[config.mk]
export PLATFORM = sky130hd
export DESIGN_NAME = pipe_ctrl
export DESIGN_NICKNAME = d
export VERILOG_FILES = /design/src/rtl/pipe_ctrl_pkg.sv /design/src/rtl/pipe_ctrl_fwd_sel.sv /design/src/rtl/pipe_ctrl.sv
export SDC_FILE = /design/constraint.sdc
export NUM_CORES = 1
export LEC_CHECK = 0
export CAP_MARGIN = 20
export CORE_MARGIN = 2
export CORE_UTILIZATION = 35
export CTS_BUF_LIST = sky130_fd_sc_hd__clkbuf_4 sky130_fd_sc_hd__clkbuf_8
export DETAILED_ROUTE_END_ITERATION = 8
export MAX_ROUTING_LAYER = met4
export PLACE_DENSITY_LB_ADDON = 0.2
export SYNTH_ARGS = -nofsm -noshare
export SYNTH_HDL_FRONTEND = slang
export SYNTH_SLANG_ARGS = --single-unit
export TNS_END_PERCENT = 30
[constraint.sdc]
create_clock -name clk -period 1.7 [get_ports clk]
set_input_delay 0.34 -clock clk [delete_from_list [all_inputs] [get_ports clk]]
set_output_delay 0.34 -clock clk [all_outputs]
set_load 0.02 [all_outputs]
[src/rtl/pipe_ctrl_pkg.sv]
// Shared definitions for the pipeline controller: FSM state encodings and
// operand-forward select codes.
package pipe_ctrl_pkg;

  typedef enum logic [1:0] {
    RUN     = 2'd0,
    FLUSH   = 2'd1,
    MEMWAIT = 2'd2
  } state_e;

  localparam logic [1:0] FWD_RF  = 2'b00;
  localparam logic [1:0] FWD_MEM = 2'b01;
  localparam logic [1:0] FWD_EX  = 2'b10;

  localparam logic [15:0] STALL_CNT_MAX = 16'hFFFF;
  localparam logic [7:0]  WD_LIMIT      = 8'd255;

endpackage

[src/rtl/pipe_ctrl_fwd_sel.sv]
// Forward-select compare for one EX operand; a load in EX cannot forward
// because its data is not yet available.
module fwd_sel
  import pipe_ctrl_pkg::*;
(
  input  logic [2:0] src,
  input  logic [2:0] ex_rd,
  input  logic       ex_regwrite,
  input  logic       ex_memread,
  input  logic [2:0] mem_rd,
  input  logic       mem_regwrite,
  output logic [1:0] sel
);

  always_comb begin
    sel = FWD_RF;
    if (ex_regwrite && !ex_memread && (src == ex_rd)) begin
      sel = FWD_EX;
    end else if (mem_regwrite && (src == mem_rd)) begin
      sel = FWD_MEM;
    end
  end

endmodule

[src/rtl/pipe_ctrl.sv]
// Pipeline hazard controller: stall/flush decode, registered operand
// forwarding selects, stall counter and data-memory watchdog.
module pipe_ctrl
  import pipe_ctrl_pkg::*;
(
  input  logic        clk,
  input  logic        rst,
  input  logic [2:0]  id_rs,
  input  logic [2:0]  id_rt,
  input  logic        id_use_rs,
  input  logic        id_use_rt,
  input  logic [2:0]  ex_rd,
  input  logic        ex_regwrite,
  input  logic        ex_memread,
  input  logic [2:0]  mem_rd,
  input  logic        mem_regwrite,
  input  logic        ex_redirect,
  input  logic        imem_stall,
  input  logic        dmem_stall,
  output logic [1:0]  forwardA,
  output logic [1:0]  forwardB,
  output logic        pc_we,
  output logic        ifid_we,
  output logic        idex_we,
  output logic        exmem_we,
  output logic        ifid_flush,
  output logic        idex_bubble,
  output logic [15:0] stall_cnt,
  output logic        err
);

  state_e      state_q, state_d;
  logic [1:0]  fwd_a_q, fwd_b_q;
  logic [1:0]  fwd_a_sel, fwd_b_sel;
  logic [15:0] stall_cnt_q;
  logic [7:0]  wd_cnt_q;
  logic        err_q;
  logic        load_use;
  logic        pc_we_dec, ifid_we_dec, idex_we_dec, exmem_we_dec;
  logic        ifid_flush_dec, idex_bubble_dec;

  fwd_sel u_fwd_a (
    .src          (id_rs),
    .ex_rd        (ex_rd),
    .ex_regwrite  (ex_regwrite),
    .ex_memread   (ex_memread),
    .mem_rd       (mem_rd),
    .mem_regwrite (mem_regwrite),
    .sel          (fwd_a_sel)
  );

  fwd_sel u_fwd_b (
    .src          (id_rt),
    .ex_rd        (ex_rd),
    .ex_regwrite  (ex_regwrite),
    .ex_memread   (ex_memread),
    .mem_rd       (mem_rd),
    .mem_regwrite (mem_regwrite),
    .sel          (fwd_b_sel)
  );

  assign load_use = ex_memread & ex_regwrite &
                    ((id_use_rs & (id_rs == ex_rd)) | (id_use_rt & (id_rt == ex_rd)));

  // MEMWAIT with the stall released evaluates exactly like RUN.
  always_comb begin
    state_d         = RUN;
    pc_we_dec       = 1'b1;
    ifid_we_dec     = 1'b1;
    idex_we_dec     = 1'b1;
    exmem_we_dec    = 1'b1;
    ifid_flush_dec  = 1'b0;
    idex_bubble_dec = 1'b0;
    if (dmem_stall) begin
      pc_we_dec    = 1'b0;
      ifid_we_dec  = 1'b0;
      idex_we_dec  = 1'b0;
      exmem_we_dec = 1'b0;
      state_d      = MEMWAIT;
    end else if (state_q == FLUSH) begin
      if (imem_stall) begin
        pc_we_dec      = 1'b0;
        ifid_flush_dec = 1'b1;
      end
    end else if (ex_redirect) begin
      ifid_flush_dec  = 1'b1;
      idex_bubble_dec = 1'b1;
      state_d         = FLUSH;
    end else if (load_use) begin
      pc_we_dec       = 1'b0;
      ifid_we_dec     = 1'b0;
      idex_bubble_dec = 1'b1;
    end else if (imem_stall) begin
      pc_we_dec      = 1'b0;
      ifid_flush_dec = 1'b1;
    end
  end

  // Enables read as 1 while reset is held, whatever the inputs are doing.
  assign pc_we       = ~rst | pc_we_dec;
  assign ifid_we     = ~rst | ifid_we_dec;
  assign idex_we     = ~rst | idex_we_dec;
  assign exmem_we    = ~rst | exmem_we_dec;
  assign ifid_flush  = rst & ifid_flush_dec;
  assign idex_bubble = rst & idex_bubble_dec;

  always_ff @(posedge clk or negedge rst) begin
    if (!rst) begin
      state_q     <= RUN;
      fwd_a_q     <= FWD_RF;
      fwd_b_q     <= FWD_RF;
      stall_cnt_q <= 16'd0;
      wd_cnt_q    <= 8'd0;
      err_q       <= 1'b0;
    end else begin
      state_q <= state_d;
      if (idex_we) begin
        fwd_a_q <= idex_bubble ? FWD_RF : fwd_a_sel;
        fwd_b_q <= idex_bubble ? FWD_RF : fwd_b_sel;
      end
      if (!pc_we && (stall_cnt_q != STALL_CNT_MAX)) begin
        stall_cnt_q <= stall_cnt_q + 16'd1;
      end
      if (state_q == MEMWAIT) begin
        if (wd_cnt_q != WD_LIMIT) begin
          wd_cnt_q <= wd_cnt_q + 8'd1;
        end
        if (wd_cnt_q == WD_LIMIT - 8'd1) begin
          err_q <= 1'b1;
        end
      end else begin
        wd_cnt_q <= 8'd0;
      end
    end
  end

  assign forwardA  = fwd_a_q;
  assign forwardB  = fwd_b_q;
  assign stall_cnt = stall_cnt_q;
  assign err       = err_q;

endmodule

==> flow_metrics.py <==
metrics = {
    "logic_synthesis": {
        "syn-mean-instance-area_um2": 10.40,
        "synth_seq_cells": 31,
        "ys.warnings.count": 0,
        "synthCells": 174,
        "synth_fp_nets": 199,
        "netlist.top_cell.by_area": "sky130_fd_sc_hd__dfrtp_1",
        "share_of_synthesized_registers_carrying_an_async_set_or_reset_pct": 100.0,
        "yosys.cell_types.count": 46,
        "post_synth_top_flop": "sky130_fd_sc_hd__dfrtp_1",
        "synth.area.top_cells": "sky130_fd_sc_hd__dfrtp_1 (43%), sky130_fd_sc_hd__xor2_1 (7.7%), sky130_fd_sc_hd__xnor2_1 (6.3%), sky130_fd_sc_hd__nand2_1 (2.5%), sky130_fd_sc_hd__nor2_1 (2.5%)",
        "syn_area_um2": 1809,
        "post_synth_edffs": 0,
        "ys_seq_area_share_pct": 42.88,
        "synth_top_area_share_pct": 42.88,
    },
    "placed_design": {
        "dpl.cell_count": 317,
        "io_buffers": 48,
        "gp_routability_congestion": 0.8797,
        "dp_wirelength_mm": 3.298,
    },
    "global_routing": {
        "grt_util_all_layers_pct": 17.40,
        "first_global_vias": 1591,
        "grt_met2_use_pct": 27.20,
        "pin_count_of_the_biggest_net_entering_global_routing": 20,
        "grt_pass1_wl_mm": 7.341,
        "met1_demand_to_capacity_share_in_global_routing_pct": 22.99,
        "grt_overflow_total": 0,
        "antenna_found_initial": 0,
        "busiest_layer_in_global_routing": "met2",
        "global_route.usage.met3_pct": 4.365,
    },
    "cells_and_area": {
        "finalNetCount": 282,
        "antenna_cells_inserted": 0,
        "finalNonFillerCells": 328,
        "synthToLayoutAreaGrowth_pct": 61.27,
        "final_layout_size_suffix_gt1_share_pct": 37.98,
    },
    "die": {
        "start_util_pct": 35.88,
        "die_height_um": 75.90,
        "area_of_the_die_um2": 5760,
        "fp-row-count": 26,
        "die_width_um": 75.90,
        "floorplan.io_pins": 49,
        "placeable_core_region_um2": 5042,
    },
    "critical_path": {
        "cp_data_arrival_time_ps": 1470,
        "worst_ep_required_time_ps": 1360,
        "cpMaxStageDelayCell": "sky130_fd_sc_hd__clkdlybuf4s50_1",
        "worst_setup_path_end_kind": "output port",
        "cp_max_fo": 3,
        "timing.critical_path.max_delay_family": "buffers and inverters",
        "worst_setup_path_start_kind": "input port",
        "worst_setup_path_type": "input port to output port",
        "cp_max_stage_delay_ps": 470,
        "critical_path.cell_chain": "clkdlybuf4s50_1, and3_4, o21ai_2, nor2_2, o21ai_2, buf_4",
        "cp_num_buf_inv": 2,
        "worst_path_most_repeated_cell": "sky130_fd_sc_hd__o21ai_2",
    },
    "timing": {
        "maxSlewHeadroom_pct": 62.70,
        "final.hold.worst_slack_ps": 63.21,
        "setup_ws_ps": -107.4,
        "period_share_pct": 106.3,
        "finalHoldViolations": 0,
        "grt_setup_unrepaired": "true",
        "final_period_minus_worst_setup_slack_ps": 1807,
        "fmax_mhz": 553.3,
        "report.final.setup_viol": 7,
        "timing_max_transition_violations_final": 0,
        "worst_slew_pin_slew_ps": 555.8,
        "finClkSkew_ps": 5.885,
    },
    "detailed_routing": {
        "wl_per_cell_um": 13.78,
        "first_pass_iters": 4,
        "drt-total-wl_mm": 4.521,
        "drc_errors": 0,
        "detail_route.iter0.violations": 50,
        "vias_per_cell": 5.052,
        "vias": 1657,
        "route.antenna.remaining_nets": 0,
    },
    "clock_network": {
        "cts_buffer_depth": 2,
        "ctsHtreeMaxLevel": 2,
        "clkTransAtPathRegs_ps": 70,
        "clk-insertion-delay-late_ps": 280,
        "cts_tree": "yes",
        "clock-sinks": 31,
        "clockRootBuffer": "sky130_fd_sc_hd__clkbuf_8",
        "tritoncts.num_buffers": 5,
    },
    "outcome": {
        "failed_checks": "setup timing",
        "outcome": "finished with violations",
    },
    "power": {
        "totalPowerFinal_mw": 2.500,
        "power.density_cell_area_nw_per_um2": 856.9,
        "vdd_ir_drop_max_uv": 466.5,
        "p_leak_nw": 1.275,
    },
    "hold_path": {
        "timing.hold.worst.class": "input port to asynchronous set/reset pin",
    },
    "run": {
        "drv.max_cap_violation_count": 0,
    },
}
## cells by family (layout without fill, tap and decap cells)
kind of cell             Yosys count  after routing  synth area share [%]
AO/OA/AOI/OAI                     40             40                 17.01
XOR/XNOR                          29             29                 14.04
adder cells (fa/ha/maj)            3              3                 2.075
buffers and inverters              9             93                 2.905
flip-flops                        31             31                 42.88
multiplexers                       4              4                 2.697
AND/OR/NAND/NOR                   58             58                 18.40
## state kept, by name, summed over array words and instances, names as in the netlist
| name | cells |
|---|---|
| stall_cnt | 16 |
| wd_cnt_q | 8 |
| forwardA | 2 |
| forwardB | 2 |
| state_q | 2 |
| err | 1 |
## final timing paths
kind                            endpoint        start  slack (ps)  cells after the start
setup reg to reg           stall_cnt[14]   state_q[1]         -30                      6
min in group clk                     err          err         470                      1
setup / recovery                 ifid_we  ex_regwrite        -110                      6
max in group asynchronous    wd_cnt_q[5]          rst        1310                      3
hold reg to reg                      err          err         470                      1
hold / removal               forwardA[1]          rst          60                      2
## layer usage
metal | wire length, um | share of wire, % | up-vias
met1 | 2102 | 46 | 796
met2 | 2161 | 48 | 51
li1 | - | - | 805
met4 | 39 | 0.86 | 0
met3 | 218 | 4.8 | 5
met5 | 0 | 0 | -
## power by group
| part | total, mW | internal [mW] | switching (mW) |
|---|---|---|---|
| clock | 0.759 | 0.474 | 0.285 |
| combinational | 0.776 | 0.404 | 0.372 |
| sequential | 0.965 | 0.842 | 0.123 |
## cell usage in the layout, fill, tap and decap left out, types with 2 or more instances in the layout
cell	instances
sky130_fd_sc_hd__buf_4	35
sky130_fd_sc_hd__dfrtp_1	22
sky130_fd_sc_hd__clkdlybuf4s50_1	19
sky130_fd_sc_hd__xnor2_1	13
sky130_fd_sc_hd__nand2_1	12
sky130_fd_sc_hd__nor2_1	10
sky130_fd_sc_hd__xor2_1	10
sky130_fd_sc_hd__dlygate4sd2_1	10
sky130_fd_sc_hd__dfrtp_2	9
sky130_fd_sc_hd__buf_6	8
sky130_fd_sc_hd__nand3_1	6
sky130_fd_sc_hd__clkbuf_8	6
sky130_fd_sc_hd__a21oi_1	5
sky130_fd_sc_hd__and4_1	5
sky130_fd_sc_hd__nand4_1	5
sky130_fd_sc_hd__buf_2	5
sky130_fd_sc_hd__dlymetal6s2s_1	5
sky130_fd_sc_hd__xor2_4	4
sky130_fd_sc_hd__o211ai_1	4
sky130_fd_sc_hd__a211oi_1	4
sky130_fd_sc_hd__o21ai_2	3
sky130_fd_sc_hd__mux2_2	3
sky130_fd_sc_hd__a211o_1	3
sky130_fd_sc_hd__inv_1	2
sky130_fd_sc_hd__xor2_2	2
sky130_fd_sc_hd__nor4b_4	2
sky130_fd_sc_hd__and3_4	2
sky130_fd_sc_hd__nand2b_1	2
sky130_fd_sc_hd__nor2_2	2
sky130_fd_sc_hd__o21a_1	2
sky130_fd_sc_hd__and3_1	2
sky130_fd_sc_hd__a31oi_1	2
sky130_fd_sc_hd__nor3_1	2
sky130_fd_sc_hd__a2111oi_0	2
sky130_fd_sc_hd__o21ai_0	2
sky130_fd_sc_hd__a32o_1	2
sky130_fd_sc_hd__o2111ai_2	2
sky130_fd_sc_hd__ha_1	2
## layout make-up
class,instances,area [um2]
clock buffer,6,82.58
clock inverter,2,35.03
fill,448,2125
inverter,2,7.507
multi-input combinational,134,1180
sequential,31,787.0
tap,70,87.58
timing repair buffer,83,738.2
## cell usage after synthesis (all sizes together), types with 3 or more instances
cell / number
nand2: 12
nand3: 7
mux2: 4
xor2: 16
xnor2: 13
dfrtp: 31
nand2b: 3
o21ai: 6
and3: 5
a21oi: 5
nor2: 12
o211ai: 5
a211oi: 5
buf: 3
and4: 5
a211o: 3
nor3: 3
nand4: 5
clkbuf: 3
o2111ai: 3
ha: 3
## stage by stage
stage,worst slack [ps],TNS (ps),area [um2],util [%]
after detailed placement,-1087,-14940,2599,51.54
after CTS,-134.8,-686.8,2803,55.58
final,-107.4,-418.1,2918,57.87
after global placement,-1032,-13900,2599,51.54
after floorplan,-98.93,-425.9,1851,-
after global routing,-204.4,-1235,2918,57.87
## timing repair
action                     CTS  global route
pin swaps                   18            12
setup endpoints to repair   27            25
resized for setup           94            24
hold buffers                 0             0
buffers inserted             2             1
No activity file was read; power rests on OpenSTA's default activity.
